### config.mk
export PLATFORM = sky130hd
export DESIGN_NAME = multicycle_control_flat
export DESIGN_NICKNAME = d
export VERILOG_FILES = /design/src/rtl/multicycle_control_if.sv /design/src/rtl/multicycle_control.sv /design/src/flat_wrapper.sv
export SDC_FILE = /design/constraint.sdc
export NUM_CORES = 1
export LEC_CHECK = 0
export BUFFER_PORTS_ARGS = -buffer_cell sky130_fd_sc_hd__buf_2
export CAP_MARGIN = 10
export CORE_MARGIN = 1
export CORE_UTILIZATION = 40
export CTS_BUF_LIST = sky130_fd_sc_hd__clkbuf_8
export DETAILED_ROUTE_END_ITERATION = 6
export MAX_ROUTING_LAYER = met4
export PLACE_DENSITY = 0.75
export SYNTH_ARGS = -nofsm -noshare
export SYNTH_HDL_FRONTEND = slang
export SYNTH_SLANG_ARGS = --single-unit
### constraint.sdc
create_clock -name clk -period 1.93 [get_ports clk]
set_clock_uncertainty 0.1 [all_clocks]
set_input_delay 0 -clock clk [delete_from_list [all_inputs] [get_ports clk]]
set_output_delay 0 -clock clk [all_outputs]
set_load 0.05 [all_outputs]
### src/rtl/multicycle_control_if.sv
// Control bundle between the multi-cycle RV32I controller and its datapath/memory.
// The master is the controller; the slave is the datapath side that supplies the IR and flags.
interface multicycle_control_if;
  logic [31:0] instr;
  logic        zero;
  logic        mem_ready;
  logic [2:0]  immControl;
  logic [3:0]  aluControl;
  logic [1:0]  aluSrcA;
  logic [1:0]  aluSrcB;
  logic [1:0]  resultSrc;
  logic        adrSrc;
  logic        memReq;
  logic        memWrite;
  logic        irWrite;
  logic        pcWrite;
  logic        regWrite;
  logic        trap;
  logic [31:0] instret;

  modport master (
    input  instr, zero, mem_ready,
    output immControl, aluControl, aluSrcA, aluSrcB, resultSrc, adrSrc,
           memReq, memWrite, irWrite, pcWrite, regWrite, trap, instret
  );

  modport slave (
    output instr, zero, mem_ready,
    input  immControl, aluControl, aluSrcA, aluSrcB, resultSrc, adrSrc,
           memReq, memWrite, irWrite, pcWrite, regWrite, trap, instret
  );
endinterface

### src/rtl/multicycle_control.sv
// Main control FSM of the multi-cycle RV32I core: sequences fetch/decode/execute/memory/
// write-back over the shared datapath, counts retired instructions and halts on illegal encodings.
module multicycle_control (
  input  logic                       clk,
  input  logic                       rst_n,
  multicycle_control_if.master       bus
);

  typedef enum logic [3:0] {
    S_FETCH, S_DECODE, S_MEMADR, S_MEMREAD, S_MEMWB, S_MEMWRITE, S_EXECR, S_EXECI,
    S_ALUWB, S_BRANCH, S_JAL, S_JALR, S_JALR2, S_LUI, S_AUIPC, S_TRAP
  } state_e;

  localparam logic [3:0] ALU_ADD = 4'd0, ALU_SUB = 4'd1, ALU_AND = 4'd2, ALU_OR  = 4'd3,
                         ALU_XOR = 4'd4, ALU_SLT = 4'd5, ALU_SLTU = 4'd6, ALU_SLL = 4'd7,
                         ALU_SRL = 4'd8, ALU_SRA = 4'd9;

  localparam logic [6:0] OP_LOAD = 7'b0000011, OP_STORE = 7'b0100011, OP_R    = 7'b0110011,
                         OP_I    = 7'b0010011, OP_BRANCH = 7'b1100011, OP_JAL = 7'b1101111,
                         OP_JALR = 7'b1100111, OP_LUI   = 7'b0110111, OP_AUIPC = 7'b0010111;

  // Shared R/I arithmetic decode; alt selects SUB/SRA where the encoding allows it.
  function automatic logic [3:0] alu_op(input logic [2:0] f3, input logic alt);
    case (f3)
      3'b000:  alu_op = alt ? ALU_SUB : ALU_ADD;
      3'b001:  alu_op = ALU_SLL;
      3'b010:  alu_op = ALU_SLT;
      3'b011:  alu_op = ALU_SLTU;
      3'b100:  alu_op = ALU_XOR;
      3'b101:  alu_op = alt ? ALU_SRA : ALU_SRL;
      3'b110:  alu_op = ALU_OR;
      default: alu_op = ALU_AND;
    endcase
  endfunction

  state_e      state_q, state_d;
  logic [31:0] instret_q, instret_d;

  logic [6:0]  opcode;
  logic [2:0]  funct3;
  logic        funct7_5;

  logic [2:0]  imm_sel;
  logic [3:0]  alu_ctl;
  logic [1:0]  src_a, src_b, res_sel;
  logic        adr_sel, mem_req, mem_write, ir_write, pc_write, reg_write;
  logic        retire, taken, branch_bad;

  assign opcode   = bus.instr[6:0];
  assign funct3   = bus.instr[14:12];
  assign funct7_5 = bus.instr[30];

  // NOTE: every signal written here gets a default first, so no path can infer a latch.
  always_comb begin
    state_d    = state_q;
    imm_sel    = 3'd0;
    alu_ctl    = ALU_ADD;
    src_a      = 2'd0;
    src_b      = 2'd0;
    res_sel    = 2'd0;
    adr_sel    = 1'b0;
    mem_req    = 1'b0;
    mem_write  = 1'b0;
    ir_write   = 1'b0;
    pc_write   = 1'b0;
    reg_write  = 1'b0;
    retire     = 1'b0;
    taken      = 1'b0;
    branch_bad = 1'b0;

    case (state_q)
      S_FETCH: begin
        mem_req = 1'b1;
        src_b   = 2'd2;
        res_sel = 2'd2;
        if (bus.mem_ready) begin
          ir_write = 1'b1;
          pc_write = 1'b1;
          state_d  = S_DECODE;
        end
      end
      S_DECODE: begin
        // oldPC + B-immediate lands in aluOut, ready for a taken branch.
        src_a   = 2'd1;
        src_b   = 2'd1;
        imm_sel = 3'd2;
        case (opcode)
          OP_LOAD, OP_STORE: state_d = S_MEMADR;
          OP_R:              state_d = S_EXECR;
          OP_I:              state_d = S_EXECI;
          OP_BRANCH:         state_d = S_BRANCH;
          OP_JAL:            state_d = S_JAL;
          OP_JALR:           state_d = S_JALR;
          OP_LUI:            state_d = S_LUI;
          OP_AUIPC:          state_d = S_AUIPC;
          default:           state_d = S_TRAP;
        endcase
      end
      S_MEMADR: begin
        src_a   = 2'd2;
        src_b   = 2'd1;
        imm_sel = opcode[5] ? 3'd1 : 3'd0;
        state_d = opcode[5] ? S_MEMWRITE : S_MEMREAD;
      end
      S_MEMREAD: begin
        mem_req = 1'b1;
        adr_sel = 1'b1;
        if (bus.mem_ready) state_d = S_MEMWB;
      end
      S_MEMWB: begin
        reg_write = 1'b1;
        res_sel   = 2'd1;
        retire    = 1'b1;
        state_d   = S_FETCH;
      end
      S_MEMWRITE: begin
        mem_req   = 1'b1;
        mem_write = 1'b1;
        adr_sel   = 1'b1;
        if (bus.mem_ready) begin
          retire  = 1'b1;
          state_d = S_FETCH;
        end
      end
      S_EXECR: begin
        src_a   = 2'd2;
        alu_ctl = alu_op(funct3, funct7_5);
        state_d = S_ALUWB;
      end
      S_EXECI: begin
        // Only SRAI borrows funct7[5]; ADDI never becomes SUB.
        src_a   = 2'd2;
        src_b   = 2'd1;
        alu_ctl = alu_op(funct3, funct7_5 && (funct3 == 3'b101));
        state_d = S_ALUWB;
      end
      S_ALUWB: begin
        reg_write = 1'b1;
        retire    = 1'b1;
        state_d   = S_FETCH;
      end
      S_BRANCH: begin
        src_a = 2'd2;
        case (funct3)
          3'b000:  begin alu_ctl = ALU_SUB;  taken = bus.zero;  end
          3'b001:  begin alu_ctl = ALU_SUB;  taken = !bus.zero; end
          3'b100:  begin alu_ctl = ALU_SLT;  taken = !bus.zero; end
          3'b101:  begin alu_ctl = ALU_SLT;  taken = bus.zero;  end
          3'b110:  begin alu_ctl = ALU_SLTU; taken = !bus.zero; end
          3'b111:  begin alu_ctl = ALU_SLTU; taken = bus.zero;  end
          default: branch_bad = 1'b1;
        endcase
        if (branch_bad) begin
          state_d = S_TRAP;
        end else begin
          pc_write = taken;
          retire   = 1'b1;
          state_d  = S_FETCH;
        end
      end
      S_JAL: begin
        pc_write = 1'b1;
        src_a    = 2'd1;
        src_b    = 2'd2;
        state_d  = S_ALUWB;
      end
      S_JALR: begin
        src_a   = 2'd2;
        src_b   = 2'd1;
        state_d = S_JALR2;
      end
      S_JALR2: begin
        pc_write = 1'b1;
        src_a    = 2'd1;
        src_b    = 2'd2;
        state_d  = S_ALUWB;
      end
      S_LUI: begin
        src_a   = 2'd3;
        src_b   = 2'd1;
        imm_sel = 3'd3;
        state_d = S_ALUWB;
      end
      S_AUIPC: begin
        src_a   = 2'd1;
        src_b   = 2'd1;
        imm_sel = 3'd3;
        state_d = S_ALUWB;
      end
      default: state_d = S_TRAP;
    endcase

    // Reset kills any in-flight access at once rather than waiting for the clock.
    if (!rst_n) begin
      mem_req   = 1'b0;
      mem_write = 1'b0;
      ir_write  = 1'b0;
      pc_write  = 1'b0;
      reg_write = 1'b0;
    end

    instret_d = retire ? instret_q + 32'd1 : instret_q;
  end

  // NOTE: state registers use non-blocking assignment so every flop samples pre-edge values.
  always_ff @(posedge clk or negedge rst_n) begin
    if (!rst_n) begin
      state_q   <= S_FETCH;
      instret_q <= 32'd0;
    end else begin
      state_q   <= state_d;
      instret_q <= instret_d;
    end
  end

  assign bus.immControl = imm_sel;
  assign bus.aluControl = alu_ctl;
  assign bus.aluSrcA    = src_a;
  assign bus.aluSrcB    = src_b;
  assign bus.resultSrc  = res_sel;
  assign bus.adrSrc     = adr_sel;
  assign bus.memReq     = mem_req;
  assign bus.memWrite   = mem_write;
  assign bus.irWrite    = ir_write;
  assign bus.pcWrite    = pc_write;
  assign bus.regWrite   = reg_write;
  assign bus.trap       = (state_q == S_TRAP);
  assign bus.instret    = instret_q;

endmodule
### src/flat_wrapper.sv
// flat-port wrapper written by rule: the top's interface ports become plain ports
module multicycle_control_flat 
  (clk, rst_n, bus_instr, bus_zero, bus_mem_ready, bus_immControl, bus_aluControl, bus_aluSrcA, bus_aluSrcB, bus_resultSrc, bus_adrSrc, bus_memReq, bus_memWrite, bus_irWrite, bus_pcWrite, bus_regWrite, bus_trap, bus_instret);
  multicycle_control_if bus_i ();
  input  logic clk;
  input  logic rst_n;
  input wire logic [$bits(bus_i.instr)-1:0] bus_instr;
  input wire logic [$bits(bus_i.zero)-1:0] bus_zero;
  input wire logic [$bits(bus_i.mem_ready)-1:0] bus_mem_ready;
  output wire logic [$bits(bus_i.immControl)-1:0] bus_immControl;
  output wire logic [$bits(bus_i.aluControl)-1:0] bus_aluControl;
  output wire logic [$bits(bus_i.aluSrcA)-1:0] bus_aluSrcA;
  output wire logic [$bits(bus_i.aluSrcB)-1:0] bus_aluSrcB;
  output wire logic [$bits(bus_i.resultSrc)-1:0] bus_resultSrc;
  output wire logic [$bits(bus_i.adrSrc)-1:0] bus_adrSrc;
  output wire logic [$bits(bus_i.memReq)-1:0] bus_memReq;
  output wire logic [$bits(bus_i.memWrite)-1:0] bus_memWrite;
  output wire logic [$bits(bus_i.irWrite)-1:0] bus_irWrite;
  output wire logic [$bits(bus_i.pcWrite)-1:0] bus_pcWrite;
  output wire logic [$bits(bus_i.regWrite)-1:0] bus_regWrite;
  output wire logic [$bits(bus_i.trap)-1:0] bus_trap;
  output wire logic [$bits(bus_i.instret)-1:0] bus_instret;
  assign bus_i.instr = bus_instr;
  assign bus_i.zero = bus_zero;
  assign bus_i.mem_ready = bus_mem_ready;
  assign bus_immControl = bus_i.immControl;
  assign bus_aluControl = bus_i.aluControl;
  assign bus_aluSrcA = bus_i.aluSrcA;
  assign bus_aluSrcB = bus_i.aluSrcB;
  assign bus_resultSrc = bus_i.resultSrc;
  assign bus_adrSrc = bus_i.adrSrc;
  assign bus_memReq = bus_i.memReq;
  assign bus_memWrite = bus_i.memWrite;
  assign bus_irWrite = bus_i.irWrite;
  assign bus_pcWrite = bus_i.pcWrite;
  assign bus_regWrite = bus_i.regWrite;
  assign bus_trap = bus_i.trap;
  assign bus_instret = bus_i.instret;
  multicycle_control u_core (.clk(clk), .rst_n(rst_n), .bus(bus_i));
endmodule
### After elaboration in Yosys (flattened, before gate mapping)

Cells that the tools add are included.

| word-level totals | value |
|---|---|
| bits in writable memories | 0 |
| output and inout bits | 52 |
| memories kept | 0 |
| latch bits | 0 |
| bits in registers | 36 |
| bits of input ports | 36 |
| bits in read-only memories | 0 |
| logic and storage cells | 97 |

| cells by class | value |
|---|---|
| multiplexer cells | 38 |
| $add $sub $neg | 1 |
| equality and inequality tests | 34 |
| magnitude comparators | 0 |
| $mul | 0 |
| div/mod/pow operators | 0 |
| shift-type cells | 0 |
| bitwise logic cells | 0 |
| reduce and logical (&&, ||, !) cells | 22 |

Operators by type and width:

| operator | number |
|---|---|
| one-hot mux 4 bit (7 select lines) | 2 |
| one-hot mux 4 bit (9 select lines) | 1 |
| adder 32 x 1 -> 32 bit, second input constant | 1 |
| == test 4 bit, second input constant | 8 |
| one-hot mux 4 bit (8 select lines) | 1 |
| == test 7 x 6 -> 1 bit, second input constant | 3 |
| == test 7 bit, second input constant | 3 |
| two-way mux 1 bit | 20 |
| one-hot mux 3 bit (3 select lines) | 2 |
| OR reduction 6 bit | 3 |
| == test 4 x 3 -> 1 bit, second input constant | 4 |
| two-way mux 4 bit | 4 |
| OR reduction 2 bit | 8 |
| == test 7 x 5 -> 1 bit, second input constant | 2 |
| == test 3 bit, second input constant | 4 |
| one-hot mux 4 bit (3 select lines) | 1 |
| OR reduction 3 bit | 4 |
| == test 4 x 2 -> 1 bit, second input constant | 2 |
| one-hot mux 2 bit (2 select lines) | 2 |
| == test 7 x 2 -> 1 bit, second input constant | 1 |
| == test 3 x 2 -> 1 bit, second input constant | 2 |
| inequality test 2 bit, second input constant | 3 |
| one-hot mux 1 bit (3 select lines) | 2 |
| one-hot mux 2 bit (3 select lines) | 1 |
| other kinds (11) | 11 |

### Logic depth before layout (Yosys ltp)

Gate-level depths: netlist of run 1.

| depth | value |
|---|---|
| depth in word-level cells | 7 |
| mapped depth | 7 |
| depth with buffers taken out | 5 |

### Least setup slack after synthesis of run 1

Ideal clock, no wire load.

| path | value |
|---|---|
| path kind | flip-flop to output port |
| start | register u_core.state_q[2] |
| end | output port bus_irWrite |
| arrival time | 2.548 ns |
| slack | -0.718 ns |
| cell stages (with the launch flop) | 5 |
| buffers on the path | 1 |
| required time | 1.830 ns |
| path through | dfrtp_1 or2_2 clkbuf_1 nor3_1 and3_1 |

| on the way | value |
|---|---|
| cells in the longest elaborated chain, start to end | 3 |

Ends and longest elaborated chain:

| item | line | text |
|---|---|---|
| from (decl) | multicycle_control.sv:36 | `state_e state_q, state_d;` |
| from (signal assigned) | multicycle_control.sv:211 | `state_q <= state_d;` |
| zero test 4 bit | multicycle_control.sv:71 | `case (state_q)` |
| two-way mux 1 bit | multicycle_control.sv:71 |  |
| two-way mux 1 bit | multicycle_control.sv:194 | `if (!rst_n) begin` |
| to (decl) | flat_wrapper.sv:18 | `output wire logic [$bits(bus_i.irWrite)-1:0] bus_irWrite;` |

No other way between the ends.

### Final worst setup path of run 1

| path | value |
|---|---|
| start | register u_core.state_q[2] |
| end | register u_core.instret_q[27] (netlist: u_core.bus.instret[27]) |

| on the way | value |
|---|---|
| cells in the longest elaborated chain, start to end | 3 |
| elaborated cells between the ends (all ways) | 6 |
| those cells by class | eq/ne: 4; mux: 1; reduce/logical: 1 |

Ends and longest elaborated chain:

| item | line | text |
|---|---|---|
| == test 4 x 3 -> 1 bit / == test 4 bit (equally long branches) | multicycle_control.sv:71 |  |
| OR reduction 2 bit (no line) | - |  |
| one-hot mux 1 bit (3 select lines) (*) | multicycle_control.sv:71 |  |
| to (signal assigned) | multicycle_control.sv:212 | `instret_q <= instret_d;` |
| to (decl) | multicycle_control.sv:37 | `logic [31:0] instret_q, instret_d;` |

Mark *: on every way between the ends. The rest lies on a longest branch, timed or not.
A chain may end at the register's enable or synchronous reset.

==> out/metrics.yaml, run 1 <==
outcome:
  status: "complete, no violations"
cells_and_area:
  regArea_um2: 913
  num_antenna_cells: 0
  fin_nets: 383
  final_layout_size_suffix_gt1_share_pct: 41.5
  nFillCells: 496
  syn2layout_area_growth_pct: 39.7
  finish.utilization_pct: 58.4
  fin_area_mm2: 0.00324
  multiInputGateArea_mm2: 0.00158
routing:
  ant_nets: 0
  dr.pass1.iters: 4
  dr_total_vias: 2240
  wl_per_cell_um: 14.1
  wl_um: 5910
  drc: 0
  drt_iter0_drc: 132
  via_per_inst: 5.35
timing:
  hold_ws_ns: 0.0920
  max_slew_margin_pct: 66.3
  finalSetupViolCount: 0
  rsz0062_at_grt: "true"
  fmax_mhz: 519
  tns_ns: 0
  fin_ws_ns: 0.00418
  worstMarginPinSlew_ns: 0.498
  period_needed_ns: 1.93
  fin_crit_sh_pct: 99.8
  slew_viol_final: 0
  hold_viol: 0
clock_network:
  cts_root_buffer: "clkbuf_8"
  clock-sinks: 36
  insertion_delay_ns: 0.29
  cts_tree: "done"
  numCtsBuffers: 5
  clkSlewWorstSetupHoldPaths_ns: 0.07
  htree_levels: 2
  ctsLongestPathBuffers: 2
die:
  rows: 27
  coreArea_mm2: 0.00554
  ios: 88
  die-area_mm2: 0.00610
  die_y_um: 78.1
  initial_core_util_pct: 41.8
  die_w_um: 78.1
place:
  gp_congestion: 0.836
  port_buffers: 65
  dp_slack_ns: -0.0604
  detailed_place_hpwl_um: 4130
  place_area_mm2: 0.00293
synthesis:
  synth_ff_type: "dfrtp_1"
  ys_types: 51
  synth.net_count: 305
  synth_area_mm2: 0.00232
  synth-edff-count: 0
  synth_most_common_cell: "dfrtp_1"
  syn_inst: 268
  syn_area_per_cell_um2: 8.65
  synth_seq_cells: 36
  synth_largest_area_cell: "dfrtp_1"
  synth_top_area_share_pct: 38.9
  synth_commonest_cells: "dfrtp_1 (36), nand2_1 (22), nor2_1 (21), nor3_1 (20), xnor2_1 (19)"
  async_reset_ff_share_pct: 100
  yosys_warnings: 0
  synth.yosys.seq_area_share_pct: 38.9
  netlist_top_cells_area: "dfrtp_1 (39%), xnor2_1 (7.2%), xor2_1 (6.0%), nor3_1 (4.3%), o21ai_0 (3.9%)"
grt:
  grt_pass1_vias: 1901
  grt_max_degree: 37
  grt_usage_pct: 19.5
  gr-usage-met3_pct: 3.37
  grt-busiest-layer: "met1"
  antenna_found_initial: 0
  grt_use_met1_pct: 29.4
  grt.met2_usage_pct: 26.0
  overflow: 0
  grt_pass1_wl_um: 9190
run:
  drv_cap: 0
critical_path:
  cp_top_family: "flip-flops"
  cp-start-kind: "flop"
  crit_type: "flop to flop"
  startpoint: "u_core.state_q[2]"
  crit_required_ns: 2.05
  crit_buf_inv: 1
  path_max_fanout: 6
  crit_slowest_cell: "dfrtp_2"
  timing.rr.start: "u_core.state_q[2]"
  crit_path_end_kind: "flop"
  slowest_delay_ns: 0.44
  arrival_ns: 2.04
  path_cells: "xnor2_2, a2111oi_4, buf_6, nand4_4, nor4_2, xor2_1"
power_and_ir_drop:
  p_leak_nw: 1.55
  powerDensity_mw_per_mm2: 1380
  vdd_ir_drop_max_v: 0.000953
hold_path:
  hold_start: "bus_instr[5]"
  hold_path.class: "input port to flop"
[repair_timing]
item                                    CTS  global route
endpoints found under the hold margin    36             0
setup buffers                             0             4
gates cloned                              0             2
pin swaps                                 0             1
gates resized for setup                  10            30
hold buffers                              1             0
endpoints found under the setup margin   17            28
[cells by family after synthesis]
logic type               count (synthesis)  synth area share (%)
AO/OA/AOI/OAI                           50                  14.2
XOR/XNOR                                35                  13.2
adder cells (fa/ha/maj)                  1                 0.540
buffers and inverters                   25                  4.32
flip-flops                              36                  38.9
multiplexers                             2                 0.917
other                                    1                 0.162
AND/OR/NAND/NOR                        118                  27.7
[layout by cell type, fill, tap and decap left out, drive strengths merged, types with 12 or more instances in the layout]
cell	Yosys	layout
a21oi	12	12
buf	2	82
dfrtp	36	36
inv	10	13
nand2	22	22
nand3	16	16
nor2	21	21
nor3	20	20
o21ai	18	18
xnor2	19	19
xor2	16	16
[per-layer routing]
| layer | wire (µm) | vias up | part of all wire (%) |
|---|---|---|---|
| li1 | - | 1116 | - |
| met1 | 2840 | 1035 | 48 |
| met2 | 2620 | 78 | 44 |
| met3 | 357 | 11 | 6.0 |
| met4 | 95 | 0 | 1.6 |
| met5 | 0 | - | 0 |
[sequential cells by signal (all words and copies together) (netlist names)]
register / count
u_core.state_q: 4
u_core.bus.instret: 32
[final timing paths]
check                                    endpoint  slack (ns)  depth (start not counted)
setup / recovery           u_core.bus.instret[27]       0.004                          6
hold / removal                  u_core.state_q[1]        0.09                          4
setup reg to reg           u_core.bus.instret[27]       0.004                          6
hold reg to reg            u_core.bus.instret[31]        0.36                          1
max in group asynchronous   u_core.bus.instret[3]        1.16                          3
min in group asynchronous  u_core.bus.instret[18]        0.22                          3
[report_power, final]
| part | internal (mW) | total, mW | switching [mW] |
|---|---|---|---|
| registers | 0.884 | 1.04 | 0.153 |
| clock network | 0.280 | 0.535 | 0.255 |
| logic | 0.977 | 2.89 | 1.91 |
[worst register-to-register path, delay by kind of cell (launching register included)]
| family | cells | cell delay, ns |
|---|---|---|
| buffers and inverters | 1 | 0.19 |
| XOR/XNOR | 2 | 0.34 |
| flip-flops | 1 | 0.44 |
| AO/OA/AOI/OAI | 1 | 0.36 |
| AND/OR/NAND/NOR | 2 | 0.42 |
[metrics by stage]
step	instances	power, mW
detailed placement	404	3.61
floorplan	268	2.96
global route	419	4.73
global placement	404	3.56
finish	419	4.46
CTS	413	4.20
[area by class of cell]
| cell class | instances | area share (%) |
|---|---|---|
| multi-input cells | 208 | 48.9 |
| flip-flops and latches | 36 | 28.2 |
| clock buffers | 6 | 2.55 |
| repair buffers | 84 | 16.0 |
| clock inverters | 2 | 0.232 |
| inverters | 11 | 1.35 |
| well taps | 72 | 2.78 |
Power figures use the tool's default switching activity.
==> inputs of run 2 (changes only) <==
Settings changed: SETUP_SLACK_MARGIN set to 0.4.
==> out/metrics.yaml, run 2 (synthesis gave the netlist of run 1 again) <==
clock_network:
  insertion_delay_ns: 0.29  # about the same
  cts_root_buffer: "clkbuf_8"
  clkSlewWorstSetupHoldPaths_ns: 0.07  # about the same
  htree_levels: 2  # unchanged
  ctsLongestPathBuffers: 2  # unchanged
  clock-sinks: 36  # unchanged
  cts_tree: "done"
  numCtsBuffers: 5  # unchanged
power_and_ir_drop:
  seq_power_share_pct: 17.4  # -5.8 points
  power_mw: 6.08  # +36%
  internal-power_mw: 3.08  # +44%
  powerDensity_mw_per_mm2: 1540  # +12%
  p_comb_share_pct: 73.6  # +8.8 points
  p_leak_nw: 1.77  # +14%
  switching_power_mw: 3.00  # +29%
  switching_share_pct: 49.3  # -2.7 points
  clockPowerShare_pct: 8.9  # -3.1 points
  vdd_ir_drop_max_v: 0.00148  # +55%
place:
  dp_slack_ns: 0.0139  # +0.0743 ns
  port_buffers: 65  # unchanged
  detailed_place_hpwl_um: 4250  # +2.8%
  gp_congestion: 0.876  # +4.8%
timing:
  fin_crit_sh_pct: 98.3  # -1.5 points
  finalSetupViolCount: 0  # unchanged
  period_needed_ns: 1.90  # -0.0287 ns
  fin_ws_ns: 0.0329  # +0.0287 ns
  max_slew_margin_pct: 60.8  # -5.5 points
  hold_ws_ns: 0.0996  # +0.00755 ns
  slew_viol_final: 0  # unchanged
  fmax_mhz: 527  # +1.5%
  rsz0062_at_grt: "true"
  hold_viol: 0  # unchanged
  worstMarginPinSlew_ns: 0.587  # +0.0883 ns
cells_and_area:
  mostFrequentLayoutCells: "buf_2 (46), buf_6 (31), dfrtp_1 (27), buf_4 (20), xnor2_1 (16)"
  layout_commonest_cell: "buf_2"
  syn2layout_area_growth_pct: 70.5
  final_layout_size_suffix_gt1_share_pct: 56.6  # +15 points
  num_antenna_cells: 0  # unchanged
  multiInputGateArea_mm2: 0.00189  # +19%
  fin_nets: 407  # +6.3%
  nFillCells: 381  # -23%
  regArea_um2: 912  # -0.14%
  largest_reg_flops: 32  # unchanged
run:
  drv_cap: 0  # unchanged
routing:
  via_per_inst: 5.65  # +5.6%
  drt_iter0_drc: 210  # +59%
  wl_per_cell_um: 17.1  # +21%
  wl_um: 7560  # +28%
  dr.pass1.iters: 5  # +1
  drc: 0  # unchanged
  ant_nets: 0  # unchanged
  dr_total_vias: 2502  # +12%
hold_path:
  hold_path.class: "input port to flop"
grt:
  antenna_found_initial: 0  # unchanged
  grt_usage_pct: 22.0  # +2.5 points
  grt_pass1_vias: 2178  # +15%
  grt_pass1_wl_um: 10300  # +12%
  grt_max_degree: 37  # unchanged
  overflow: 0  # unchanged
die:
  die-area_mm2: 0.00610  # unchanged
  die_y_um: 78.1  # unchanged
  ios: 88  # unchanged
  coreArea_mm2: 0.00554  # unchanged
  rows: 27  # unchanged
  initial_core_util_pct: 41.8  # unchanged
  die_w_um: 78.1  # unchanged
critical_path:
  crit_type: "flop to flop"
  arrival_ns: 2.01  # -0.03 ns
  cp-start-kind: "flop"
  path_max_fanout: 6  # unchanged
  crit_required_ns: 2.04  # about the same
  crit_path_end_kind: "flop"
outcome:
  status: "complete, no violations"
## run 2: final timing paths
check	from	end	slack (ns)	depth (start not counted)
worst max-delay path	u_core.state_q[2]	u_core.bus.instret[18]	0.03	6
worst min-delay path	bus_instr[5]	u_core.state_q[1]	0.1	4
worst max register to register	u_core.state_q[2]	u_core.bus.instret[18]	0.03	6
worst min register to register	u_core.bus.instret[31]	u_core.bus.instret[31]	0.37	1
max in group asynchronous	rst_n	u_core.state_q[1]	1.09	3
min in group asynchronous	rst_n	u_core.bus.instret[20]	0.28	3
## run 2: routing by layer
layer | vias up | routed length, µm | GRT usage (%)
met4 | 0 | 175 | 7.22
met5 | - | 0 | -
met3 | 20 | 398 | 3.60
met1 | 1217 | 3070 | 28.3
li1 | 1156 | - | -
met2 | 109 | 3920 | 35.4
## run 2: power groups by stage
stage | registers (mW) | clock network, mW | logic, mW
6_report | 1.06 | 0.543 | 4.47
4_1_cts | 1.03 | 0.543 | 3.51
3_5_place_dp | 1.03 | 0 | 2.81
3_3_place_gp | 1.02 | 0 | 2.77
2_1_floorplan | 1.27 | 0 | 1.95
5_1_grt | 1.08 | 0.589 | 4.66
## run 2: what timing repair did
| item | in CTS | in global routing |
|---|---|---|
| pin swaps | 9 | 27 |
| hold buffers | 1 | 0 |
| hold endpoints to repair | 36 | 0 |
| gates resized for setup | 85 | 72 |
| buffers inserted | 7 | 16 |
| endpoints found under the setup margin | 55 | 55 |
| gates cloned | 2 | 0 |
## run 2: area by class of cell
type | count | area share [%]
clock buffers | 6 | 2.09
clock inverters | 2 | 0.190
multi-input cells | 208 | 47.8
flip-flops and latches | 36 | 23.1
repair buffers | 108 | 23.4
well taps | 72 | 2.28
inverters | 11 | 1.08
## run 2: stage by stage
stage / instances / setup TNS (ns) / area [µm²] / util, %
floorplan: 268 / -0.627 / 2540 / -
global placement: 409 / 0 / 3000 / 54.1
detailed placement: 409 / 0 / 3000 / 54.1
CTS: 427 / 0 / 3500 / 63.1
global route: 443 / -0.548 / 3950 / 71.4
finish: 443 / 0 / 3950 / 71.4
## run 2: critical path: stages, from the launching register on
cell and delay [ns]:
dfrtp_1 0.41, and3b_1 0.20, a2111oi_4 0.33, buf_6 0.20
nand4_4 0.19, nor4_4 0.21, xor2_1 0.18
==> inputs of run 3 (changes only) <==
Settings changed: CORE_UTILIZATION 40 to 46, PLACE_DENSITY 0.75 to 0.84.
==> out/metrics.yaml, run 3 (synthesis gave the netlist of run 1 again) <==
timing:
  fin_crit_sh_pct: 105  # +6.8 points
  worstMarginPinSlew_ns: 0.522  # -0.0646 ns
  fmax_mhz: 493  # -6.5%
  hold_ws_ns: 0.158  # +0.0582 ns
  tns_ns: -0.585  # -0.585 ns
  period_needed_ns: 2.03  # +0.131 ns
  fin_ws_ns: -0.0984  # -0.131 ns
  rsz0062_at_grt: "true"
  finalSetupViolCount: 13  # +13
  max_slew_margin_pct: 65.1  # +4.3 points
  hold_viol: 0  # unchanged
  slew_viol_final: 0  # unchanged
cells_and_area:
  regArea_um2: 913  # +0.14%
  largest_reg_flops: 32  # unchanged
  final_layout_size_suffix_gt1_share_pct: 57.5  # +0.92 points
  syn2layout_area_growth_pct: 69.4
  nFillCells: 270  # -29%
  mostFrequentLayoutCells: "buf_2 (46), buf_6 (29), buf_4 (28), dfrtp_1 (26)"
  num_antenna_cells: 0  # unchanged
  multiInputGateArea_mm2: 0.00192  # +1.6%
  fin_nets: 408  # +0.25%
  fin_area_mm2: 0.00393  # -0.66%
  layout_commonest_cell: "buf_2"
routing:
  ant_nets: 0  # unchanged
  drt_iter0_drc: 206  # -1.9%
  wl_um: 9150  # +21%
  dr.pass1.iters: 5  # unchanged
  drc: 0  # unchanged
  dr_total_vias: 2640  # +5.5%
  via_per_inst: 6.01  # +6.5%
  wl_per_cell_um: 20.8  # +22%
power_and_ir_drop:
  powerDensity_mw_per_mm2: 1560  # +1.5%
  vdd_ir_drop_max_v: 0.00147  # -0.61%
  power_mw: 6.13  # +0.84%
  p_leak_nw: 1.81  # +2.1%
run:
  drv_cap: 0  # unchanged
critical_path:
  path_max_fanout: 5  # -1
  crit_path_end_kind: "flop"
  crit_required_ns: 2.06  # +0.02 ns
  cp-start-kind: "flop"
  arrival_ns: 2.15  # +0.14 ns
  crit_type: "flop to flop"
clock_network:
  htree_levels: 2  # unchanged
  cts_tree: "done"
  insertion_delay_ns: 0.31  # +0.02 ns
  clock-sinks: 36  # unchanged
  ctsLongestPathBuffers: 2  # unchanged
  numCtsBuffers: 5  # unchanged
  clkSlewWorstSetupHoldPaths_ns: 0.09  # +0.02 ns
  cts_root_buffer: "clkbuf_8"
die:
  rows: 25  # -7.4%
  die_y_um: 73.0  # -6.6%
  die-area_mm2: 0.00533  # -13%
  die_w_um: 73.0  # -6.6%
  coreArea_mm2: 0.00479  # -14%
  ios: 88  # unchanged
  initial_core_util_pct: 48.4  # +6.6 points
place:
  port_buffers: 65  # unchanged
  place_area_mm2: 0.00300  # +0.21%
  detailed_place_hpwl_um: 4280  # +0.71%
  gp_congestion: 0.907  # +3.5%
  dp_slack_ns: -0.0454  # -0.0593 ns
hold_path:
  hold_path.class: "input port to flop"
grt:
  grt_pass1_wl_um: 10900  # +5.6%
  grt_usage_pct: 27.9  # +5.9 points
  grt_max_degree: 37  # unchanged
  grt_pass1_vias: 2271  # +4.3%
  overflow: 0  # unchanged
  antenna_found_initial: 0  # unchanged
outcome:
  status: "complete, but fails checks"
  violations: "setup timing"
[run 3: changes by cell type in the layout (fill, tap and decap cells not counted), moves of 2 or more]
cell	change
nor3_4	+3
nand3_4	+2
buf_12	-2
buf_6	-2
xnor2_1	-4
xnor2_2	+4
buf_4	+8
buf_8	-3
nor3_2	-4
[run 3: cell type report]
| class | count | share of cell area [%] |
|---|---|---|
| multi-input cells | 208 | 48.9 |
| flip-flops and latches | 36 | 23.3 |
| repair buffers | 109 | 22.2 |
| well taps | 67 | 2.13 |
| clock buffers | 6 | 2.10 |
| inverters | 11 | 1.18 |
| clock inverters | 2 | 0.191 |
[run 3: repair_timing]
item | CTS | global route
pin swaps | 2 | 18
hold buffers | 1 | 0
endpoints found under the setup margin | 55 | 55
gates resized for setup | 87 | 63
cloned | 1 | 1
setup buffers | 5 | 19
hold endpoints to repair | 36 | 0
[run 3: routing by layer]
layer / GRT usage, % / vias to the layer above / share of wire, %
met1: 35.3 / 1293 / 37
met3: 6.77 / 35 / 7.5
li1: - / 1159 / -
met4: 13.1 / 0 / 4.1
met2: 42.3 / 153 / 51
met5: - / - / 0
[run 3: power by group]
group          leakage (nW)  internal [mW]  switching [mW]  total [mW]
Sequential            0.452          0.883           0.147        1.03
Combinational          1.30           1.86            2.66        4.52
Clock                0.0538          0.281           0.295       0.577
[run 3: worst max-delay path: stages, from the launching register on]
cell       delay [ns]
dfrtp_2          0.43
buf_4            0.16
xnor2_4          0.13
a2111oi_4        0.21
buf_6            0.17
buf_6            0.10
nand4_4          0.19
nor3_4           0.26
xor2_1           0.18
[run 3: final timing paths]
path	end	cells after the start	startpoint	slack (ns)
max	u_core.bus.instret[16]	8	u_core.state_q[3]	-0.1
min	u_core.state_q[2]	4	bus_mem_ready	0.16
max reg2reg	u_core.bus.instret[16]	8	u_core.state_q[3]	-0.1
min reg2reg	u_core.bus.instret[31]	1	u_core.bus.instret[31]	0.37
max in group asynchronous	u_core.bus.instret[3]	3	rst_n	1.09
min in group asynchronous	u_core.bus.instret[16]	3	rst_n	0.27
[run 3: through the flow]
stage / util [%] / std cells
floorplan: - / 268
global placement: 62.8 / 404
detailed placement: 62.8 / 404
CTS: 72.4 / 419
global route: 82.1 / 439
finish: 82.1 / 439
